[config.mk]
export PLATFORM = sky130hd
export DESIGN_NAME = arm_servo_pwm
export DESIGN_NICKNAME = d
export VERILOG_FILES = /design/src/rtl/arm_servo_pwm.sv
export SDC_FILE = /design/constraint.sdc
export NUM_CORES = 1
export LEC_CHECK = 0
export ABC_AREA = 0
export BUFFER_PORTS_ARGS = -buffer_cell sky130_fd_sc_hd__clkbuf_2
export CORE_ASPECT_RATIO = 0.6
export CORE_MARGIN = 2
export CORE_UTILIZATION = 57
export DETAILED_ROUTE_END_ITERATION = 7
export PLACE_DENSITY_LB_ADDON = 0.3
export SYNTH_ARGS = -nofsm -noshare
export SYNTH_HDL_FRONTEND = slang
export SYNTH_SLANG_ARGS = --single-unit
[constraint.sdc]
create_clock -name clk -period 12.14 [get_ports clk]
set_input_delay 0.607 -clock clk [delete_from_list [all_inputs] [get_ports clk]]
set_output_delay 0.607 -clock clk [all_outputs]
set_load 0.005 [all_outputs]
[src/rtl/arm_servo_pwm.sv]
// Multi-channel hobby-servo PWM generator with per-frame slew limiting.
// Commands set a target angle per channel; the pulse width follows the current angle.
module arm_servo_pwm #(
    parameter int unsigned CH          = 2,
    parameter int unsigned PERIOD_CYC  = 2000000,
    parameter int unsigned MIN_CYC     = 50000,
    parameter int unsigned CYC_PER_DEG = 1111,
    parameter int unsigned MAX_DEG     = 180,
    parameter int unsigned STEP_DEG    = 2,
    parameter int unsigned INIT_DEG    = 90
) (
    input  logic          clk,
    input  logic          rst_n,
    input  logic          cmd_valid,
    output logic          cmd_ready,
    input  logic [3:0]    cmd_ch,
    input  logic [31:0]   cmd_angle,
    output logic          cmd_err,
    output logic [CH-1:0] pwm,
    output logic [CH-1:0] busy,
    output logic          frame_start
);

    localparam int unsigned CNT_W = $clog2(PERIOD_CYC);
    localparam int unsigned WMAX  = MIN_CYC + MAX_DEG * CYC_PER_DEG;
    localparam int unsigned WID_W = $clog2(WMAX + 1);
    localparam int unsigned DEG_W = 16;

    typedef logic [DEG_W-1:0] deg_t;
    typedef logic [WID_W-1:0] wid_t;

    localparam logic [CNT_W-1:0] LAST   = CNT_W'(PERIOD_CYC - 1);
    localparam deg_t             MAX_D  = DEG_W'(MAX_DEG);
    localparam deg_t             STEP_D = DEG_W'(STEP_DEG);
    localparam deg_t             INIT_D = DEG_W'(INIT_DEG);
    localparam wid_t             INIT_W = WID_W'(MIN_CYC + INIT_DEG * CYC_PER_DEG);

    function automatic deg_t clamp_deg(input logic [15:0] ip);
        if (ip[15])
            return '0;
        return (ip > MAX_D) ? MAX_D : ip;
    endfunction

    function automatic deg_t slew(input deg_t cur, input deg_t tgt);
        if (tgt > cur)
            return ((tgt - cur) <= STEP_D) ? tgt : cur + STEP_D;
        return ((cur - tgt) <= STEP_D) ? tgt : cur - STEP_D;
    endfunction

    function automatic wid_t width_of(input deg_t d);
        return WID_W'(MIN_CYC) + WID_W'(d) * WID_W'(CYC_PER_DEG);
    endfunction

    logic [CNT_W-1:0] cnt_q, cnt_d;
    logic             run_q;
    deg_t             tgt_q [CH];
    deg_t             tgt_d [CH];
    deg_t             cur_q [CH];
    deg_t             cur_d [CH];
    wid_t             wid_q [CH];
    wid_t             wid_d [CH];
    logic [CH-1:0]    pwm_q, pwm_d, busy_q, busy_d;
    logic             fs_q, fs_d, ready_q, ready_d, err_q, err_d;
    logic             wrap, accept, ch_ok;
    logic             unused_frac;

    assign unused_frac = ^cmd_angle[15:0];

    // run_q holds the counter at 0 for the first post-reset edge so that
    // edge already presents frame_start and the INIT_DEG pulse.
    always_comb begin
        wrap    = run_q && (cnt_q == LAST);
        cnt_d   = (!run_q || wrap) ? '0 : cnt_q + 1'b1;
        accept  = cmd_valid && ready_q;
        ch_ok   = {1'b0, cmd_ch} < 5'(CH);
        fs_d    = (cnt_d == '0);
        ready_d = (cnt_d != LAST);
        err_d   = accept && !ch_ok;
        pwm_d   = '0;
        busy_d  = '0;
        for (int unsigned i = 0; i < CH; i++) begin
            tgt_d[i] = tgt_q[i];
            if (accept && ch_ok && (cmd_ch == 4'(i)))
                tgt_d[i] = clamp_deg(cmd_angle[31:16]);
            cur_d[i]  = wrap ? slew(cur_q[i], tgt_q[i]) : cur_q[i];
            wid_d[i]  = wrap ? width_of(cur_d[i]) : wid_q[i];
            pwm_d[i]  = (CNT_W'(wid_d[i]) > cnt_d);
            busy_d[i] = (cur_d[i] != tgt_d[i]);
        end
    end

    always_ff @(posedge clk or negedge rst_n) begin
        if (!rst_n) begin
            cnt_q   <= '0;
            run_q   <= 1'b0;
            pwm_q   <= '0;
            busy_q  <= '0;
            fs_q    <= 1'b0;
            ready_q <= 1'b0;
            err_q   <= 1'b0;
            for (int unsigned i = 0; i < CH; i++) begin
                tgt_q[i] <= INIT_D;
                cur_q[i] <= INIT_D;
                wid_q[i] <= INIT_W;
            end
        end else begin
            cnt_q   <= cnt_d;
            run_q   <= 1'b1;
            pwm_q   <= pwm_d;
            busy_q  <= busy_d;
            fs_q    <= fs_d;
            ready_q <= ready_d;
            err_q   <= err_d;
            for (int unsigned i = 0; i < CH; i++) begin
                tgt_q[i] <= tgt_d[i];
                cur_q[i] <= cur_d[i];
                wid_q[i] <= wid_d[i];
            end
        end
    end

    assign pwm         = pwm_q;
    assign busy        = busy_q;
    assign frame_start = fs_q;
    assign cmd_ready   = ready_q;
    assign cmd_err     = err_q;

endmodule

# After elaboration in Yosys (flattened, before gate mapping)
# Index checks and enable logic that the tools add are counted.
op_classes:
  addsub: 11
  mul: 2
  magnitude_cmp: 10
  eq_ne: 5
  n_mux: 24
  n_reduce_logical: 11
op_table:
  columns: ["cell", "count"]
  rows:
  - ["$mux W16", 16]
  - ["$le A16 B2 Y1 const B", 4]
  - ["$sub A16 B16 Y16", 4]
  - ["$gt A18 B21 Y1", 2]
  - ["$add A16 B18 Y18 const A", 2]
  - ["$mul A16 B11 Y18 const B", 2]
  - ["$mux W18", 2]
  - ["$add A16 B2 Y16 const B", 2]
  - ["$gt A16 B16 Y1", 2]
  - ["$ne A16 B16 Y1", 2]
  - ["$sub A16 B2 Y16 const B", 2]
  - ["$add A21 B1 Y21 const B", 1]
  - ["$eq A21 B21 Y1 const B", 1]
  - ["$logic_not A21 Y1", 1]
  - ["$mux W21", 1]
  - ["$ne A21 B21 Y1 const B", 1]
  - ["$gt A16 B8 Y1 const B", 1]
  - ["$logic_and A1 B1 Y1", 6]
  - ["$mux W1", 5]
  - ["$eq A4 B1 Y1 const B", 1]
  - ["$logic_not A4 Y1", 1]
  - ["$lt A4 B2 Y1 const B", 1]
  - ["$logic_not A1 Y1", 2]
  - ["$logic_or A1 B1 Y1", 1]
totals:
  register_bits: 129
  wordCells: 76

# Longest topological paths before layout
logic_depth:
  word_depth: 10
  ltp_mapped: 45
  depth_no_buf: 44

# Least setup slack after synthesis
# Ideal clock, no wire load.
synth_path:
  kind: "register -> register"
  start: "register cur_q[1] (netlist name)"
  end: "register pwm_q[1] (netlist: pwm[1])"
  arrival_ns: 9.108
  setup_slack_ns: 2.910
  stages_incl_launch_ff: 36
  n_path_buf: 1
  cell_sequence: "dfstp_2 inv_1 fa_1 xor2_1 a2111o_1 nor4_1 nand4b_1 a2111oi_2 nand4_2 o21ai_2 buf_2 o22ai_1 o22a_1 o31ai_1 ha_1 fa_1 inv_1 fa_1 fa_1 inv_1 ha_1 a21o_1 a21oi_1 o21ai_0 a211oi_1 nor2_1 o41ai_1 o21bai_1 a21oi_1 xnor2_1 xnor3_1 o21ai_1 ha_1 nand4_1 or3_1 o2111a_1"
synth_rtl:
  columns: ["item", "line", "rtl"]
  rows:
  - ["from (decl)", "58", "deg_t cur_q [CH];"]
  - ["from (signal, indexed assignment)", "116", "cur_q[i] <= cur_d[i];"]
  - ["to (signal assigned)", "109", "pwm_q <= pwm_d;"]
  - ["to (decl)", "62", "logic [CH-1:0] pwm_q, pwm_d, busy_q, busy_d;"]

==> summary.md <==
| Metric | Value |
|---|---|
| Largest net degree at the start of global routing | `89` |
| Detail Route Antenna Nets | `0` |
| Yosys warns | `0` |
| Post-synthesis mux area share | `between 1 and 1.5%` |
| Worst Reg-to-Reg Cells | `37` |
| Core footprint | `~0.03 sq mm` |
| Post-synth top flop | `dfrtp_1` |
| Fraction of post-synthesis cell area in the top cell type by area | `15.4%` |
| Total number of vias | `roughly 15000` |
| Final Max Slew Viols | `0` |
| Largest family of logic cells by synthesized area | `adder cells` |
| Post-synth EDFFs | `0` |
| Leakage power | `between 0.008 and 0.009 uW` |
| Worst path max stage delay | `approximately 0.67 ns` |
| Worst flop-to-flop path startpoint | `cur_q[6]$_DFF_PN1_` |
| Final Hold Slack | `approximately 0.15 ns` |
| Register area share after synthesis | `a little under a fifth` |
| Synth Area in Compound Gates | `between 10% and 20%` |
| CP endpoint kind | `flop` |
| Starting Density | `~58%` |
| Die Width | `roughly 230 um` |
| Hold_buf cts | `0` |
| Global route overflow | `0` |
| WL/cell | `~20 um` |
| Type of the worst min-delay path | `input port to async pin` |
| Yosys reg bits | `about 130` |
| Slowest CP cell | `dfstp_2` |
| Leading cell type in the layout, fill and taps excluded | `inv_1` |
| N_diodes | `0` |
| Worst-Margin Slew | `roughly 1.3 ns` |
| Clock sinks | `129` |
| Syn avg cell area | `between 8 and 9 sq um` |
| Post-synth top area cell | `ha_1` |
| RSZ-0062 raised after global routing | `no` |
| Global-route usage over all layers | `between 30% and 40%` |
| Critical path fanouts, max | `14` |
| Layout cells sized above 1 | `9.03%` |
| Clk_lat worst skew | `around 0.45 ns` |
| Reg2reg end | `pwm[1]$_DFF_PN0_` |
| # rows | `49` |
| Initial antenna violation count | `1` |
| H-tree depth | `4` |
| WP buf/inv | `4` |
| Top post-synthesis cells by area | `ha_1 (15%), dfrtp_1 (14%), fa_1 (12%)` |
| Worst Setup Start Kind | `flop` |
| Clock Skew | `roughly 0.014 ns` |
| Fin Setup TNS | `0 ns` |
| Endpoints failing setup | `0` |
| Mapped Cells | `about 2100` |
| Total CTS buffers | `17` |
| WP data arrival | `between 10 and 15 ns` |
| Initial DRC count | `1575` |
| Simple-gate share of the synthesized area | `about 17%` |
| Max Fclk | `around 0.09 GHz` |
| CTS tree | `built` |
| Final period util | `around 90%` |
| Router iterations before antenna repair | `6` |
| Crit Path Class | `flop to flop` |
| Maxcap violations | `0` |
| Cell family with most CP delay | `compound AO/OA/AOI/OAI gates` |
| Post-synthesis share of cell area spent on xor and xnor gates | `between 6 and 7%` |
| I/O pin count | `46` |
| Port bufs | `29` |
| Routed wire length | `between 40 and 50 mm` |
| Cts repair resizes | `0` |
| Worst path most repeated cell | `a21oi_1` |
| Number of global-route vias before repair | `14700` |
| Min Tclk post-route | `between 10 and 15 ns` |
| Syn Std Cell Area | `about 0.017 sq mm` |
| Adder-cell area share of the yosys netlist | `~27%` |
| Die Y-Extent | `around 140 um` |
| Count of cell types in the netlist | `113` |
| R2r setup slk | `roughly 1.3 ns` |
| DRC | `0` |
| Max IR drop VDD | `roughly 0.00011 V` |
| Critical Path RT | `between 10 and 15 ns` |
| P per Cell Area | `about 91 mW/mm^2` |
| Post-DP HPWL | `slightly below 40 mm` |
| Asr flop ratio synth | `100%` |
| Synthesized net count | `between 2000 and 2500` |
| Synth-to-Final Area Change | `5.92%` |
| CTS max path bufs | `2` |
| Slew headroom | `12.5%` |
| Setup Fix Bufs, Post-CTS | `0` |
| First-pass GRT wire length | `79.6 mm` |
| Die Area | `0.0318 sq mm` |
| Gpl congestion | `0.993` |
| Commonest cells after routing, fill and taps aside | `inv_1 (323), ha_1 (213), nand2_1 (182), o21ai_0 (124), nor2_1 (121)` |
| Reg clk slew, reported paths | `around 0.060 ns` |
| Final Hold Fails | `0` |
| Vias per cell | `roughly 6.1` |
| Status | `complete, no violations` |
| Nets@finish | `2433` |
| Root buffer cell | `clkbuf_16` |
-- worst register-to-register path, delay by kind of cell, from the launching register on --
| family | cells | cell delay [ns] |
|---|---|---|
| flip-flops | 1 | 0.67 |
| AND/OR/NAND/NOR | 5 | 1.13 |
| adder cells (fa/ha/maj) | 7 | 2.78 |
| buffers and inverters | 4 | 0.63 |
| AO/OA/AOI/OAI | 19 | 5.02 |
| XOR/XNOR | 2 | 0.54 |
-- cell usage after synthesis (21+ instances only) --
| cell | n |
|---|---|
| a211oi_1 | 24 |
| a21o_1 | 21 |
| a21oi_1 | 104 |
| clkbuf_1 | 39 |
| dfrtp_1 | 95 |
| dfstp_2 | 34 |
| fa_1 | 102 |
| ha_1 | 213 |
| inv_1 | 323 |
| nand2_1 | 183 |
| nand3_1 | 44 |
| nand4_1 | 32 |
| nor2_1 | 121 |
| nor2b_1 | 23 |
| nor3_1 | 53 |
| o21a_1 | 31 |
| o21ai_0 | 124 |
| o22ai_1 | 24 |
| xnor2_1 | 83 |
| xor2_1 | 33 |
-- routing by layer --
layer / GRT usage [%] / vias to the layer above / wire, um
met2: 45.5 / 680 / 20900
li1: - / 7195 / -
met5: 0 / - / 0
met1: 47.2 / 7448 / 23100
met4: 7.01 / 0 / 688
met3: 8.76 / 47 / 5080
-- flip-flops by register name, summed over array words and instances, names as in the netlist --
| name | count |
|---|---|
| pwm | 2 |
| cmd_ready | 1 |
| cur_q | 32 |
| wid_q | 36 |
| run_q | 1 |
| cnt_q | 21 |
| frame_start | 1 |
| tgt_q | 32 |
| busy | 2 |
| cmd_err | 1 |
-- per-stage QoR --
stage | instance area, sq um | setup slack [ns] | instances | total power (uW) | utilization [%]
finish | 18300 | 1.26 | 2500 | 1670 | 61.3
global route | 18300 | 0.663 | 2500 | 1750 | 61.3
CTS | 18300 | 1.45 | 2500 | 1650 | 61.3
global placement | 17700 | 1.67 | 2468 | 1110 | 59.3
floorplan | 17300 | 2.91 | 2078 | 958 | -
detailed placement | 17700 | 1.51 | 2468 | 1110 | 59.3
-- logic make-up after synthesis --
group / Yosys count
adders and majority gates: 315
other: 1
buffers and inverters: 397
and+or+nand+nor: 590
muxes: 20
AOI/OAI and AO/OA: 508
DFF: 129
xor gates and xnor gates: 118
-- worst max-delay path by stage --
| stage | depth (start not counted) | end | from | slack [ns] |
|---|---|---|---|---|
| detailed placement | 38 | pwm[1]$_DFF_PN0_ | tgt_q[6]$_DFF_PN1_ | 1.51 |
| CTS | 37 | pwm[1]$_DFF_PN0_ | cur_q[6]$_DFF_PN1_ | 1.45 |
| floorplan | 35 | pwm[1]$_DFF_PN0_ | cur_q[1]$_DFF_PN1_ | 2.91 |
| global route | 38 | pwm[1]$_DFF_PN0_ | tgt_q[4]$_DFF_PN1_ | 0.66 |
| finish | 37 | pwm[1]$_DFF_PN0_ | cur_q[6]$_DFF_PN1_ | 1.26 |
| global placement | 37 | pwm[1]$_DFF_PN0_ | cur_q[6]$_DFF_PN1_ | 1.67 |
-- where the power goes --
part / leakage (uW) / internal (uW) / switching (uW)
sequential: 0.00163 / 448 / 16.3
clock: 0.000285 / 319 / 218
combinational: 0.00673 / 245 / 422
total: 0.00865 / 1010 / 656
-- cell type report --
cell class                 count  area [sq um]
clock buffer                  20           467
sequential                   129          3270
multi-input combinational   1552         12400
timing repair buffer          54           339
fill                        2684         11600
inverter                     325          1220
tap                          408           510
clock inverter                12           131
Note: power is estimated with default switching activity, not from simulation.
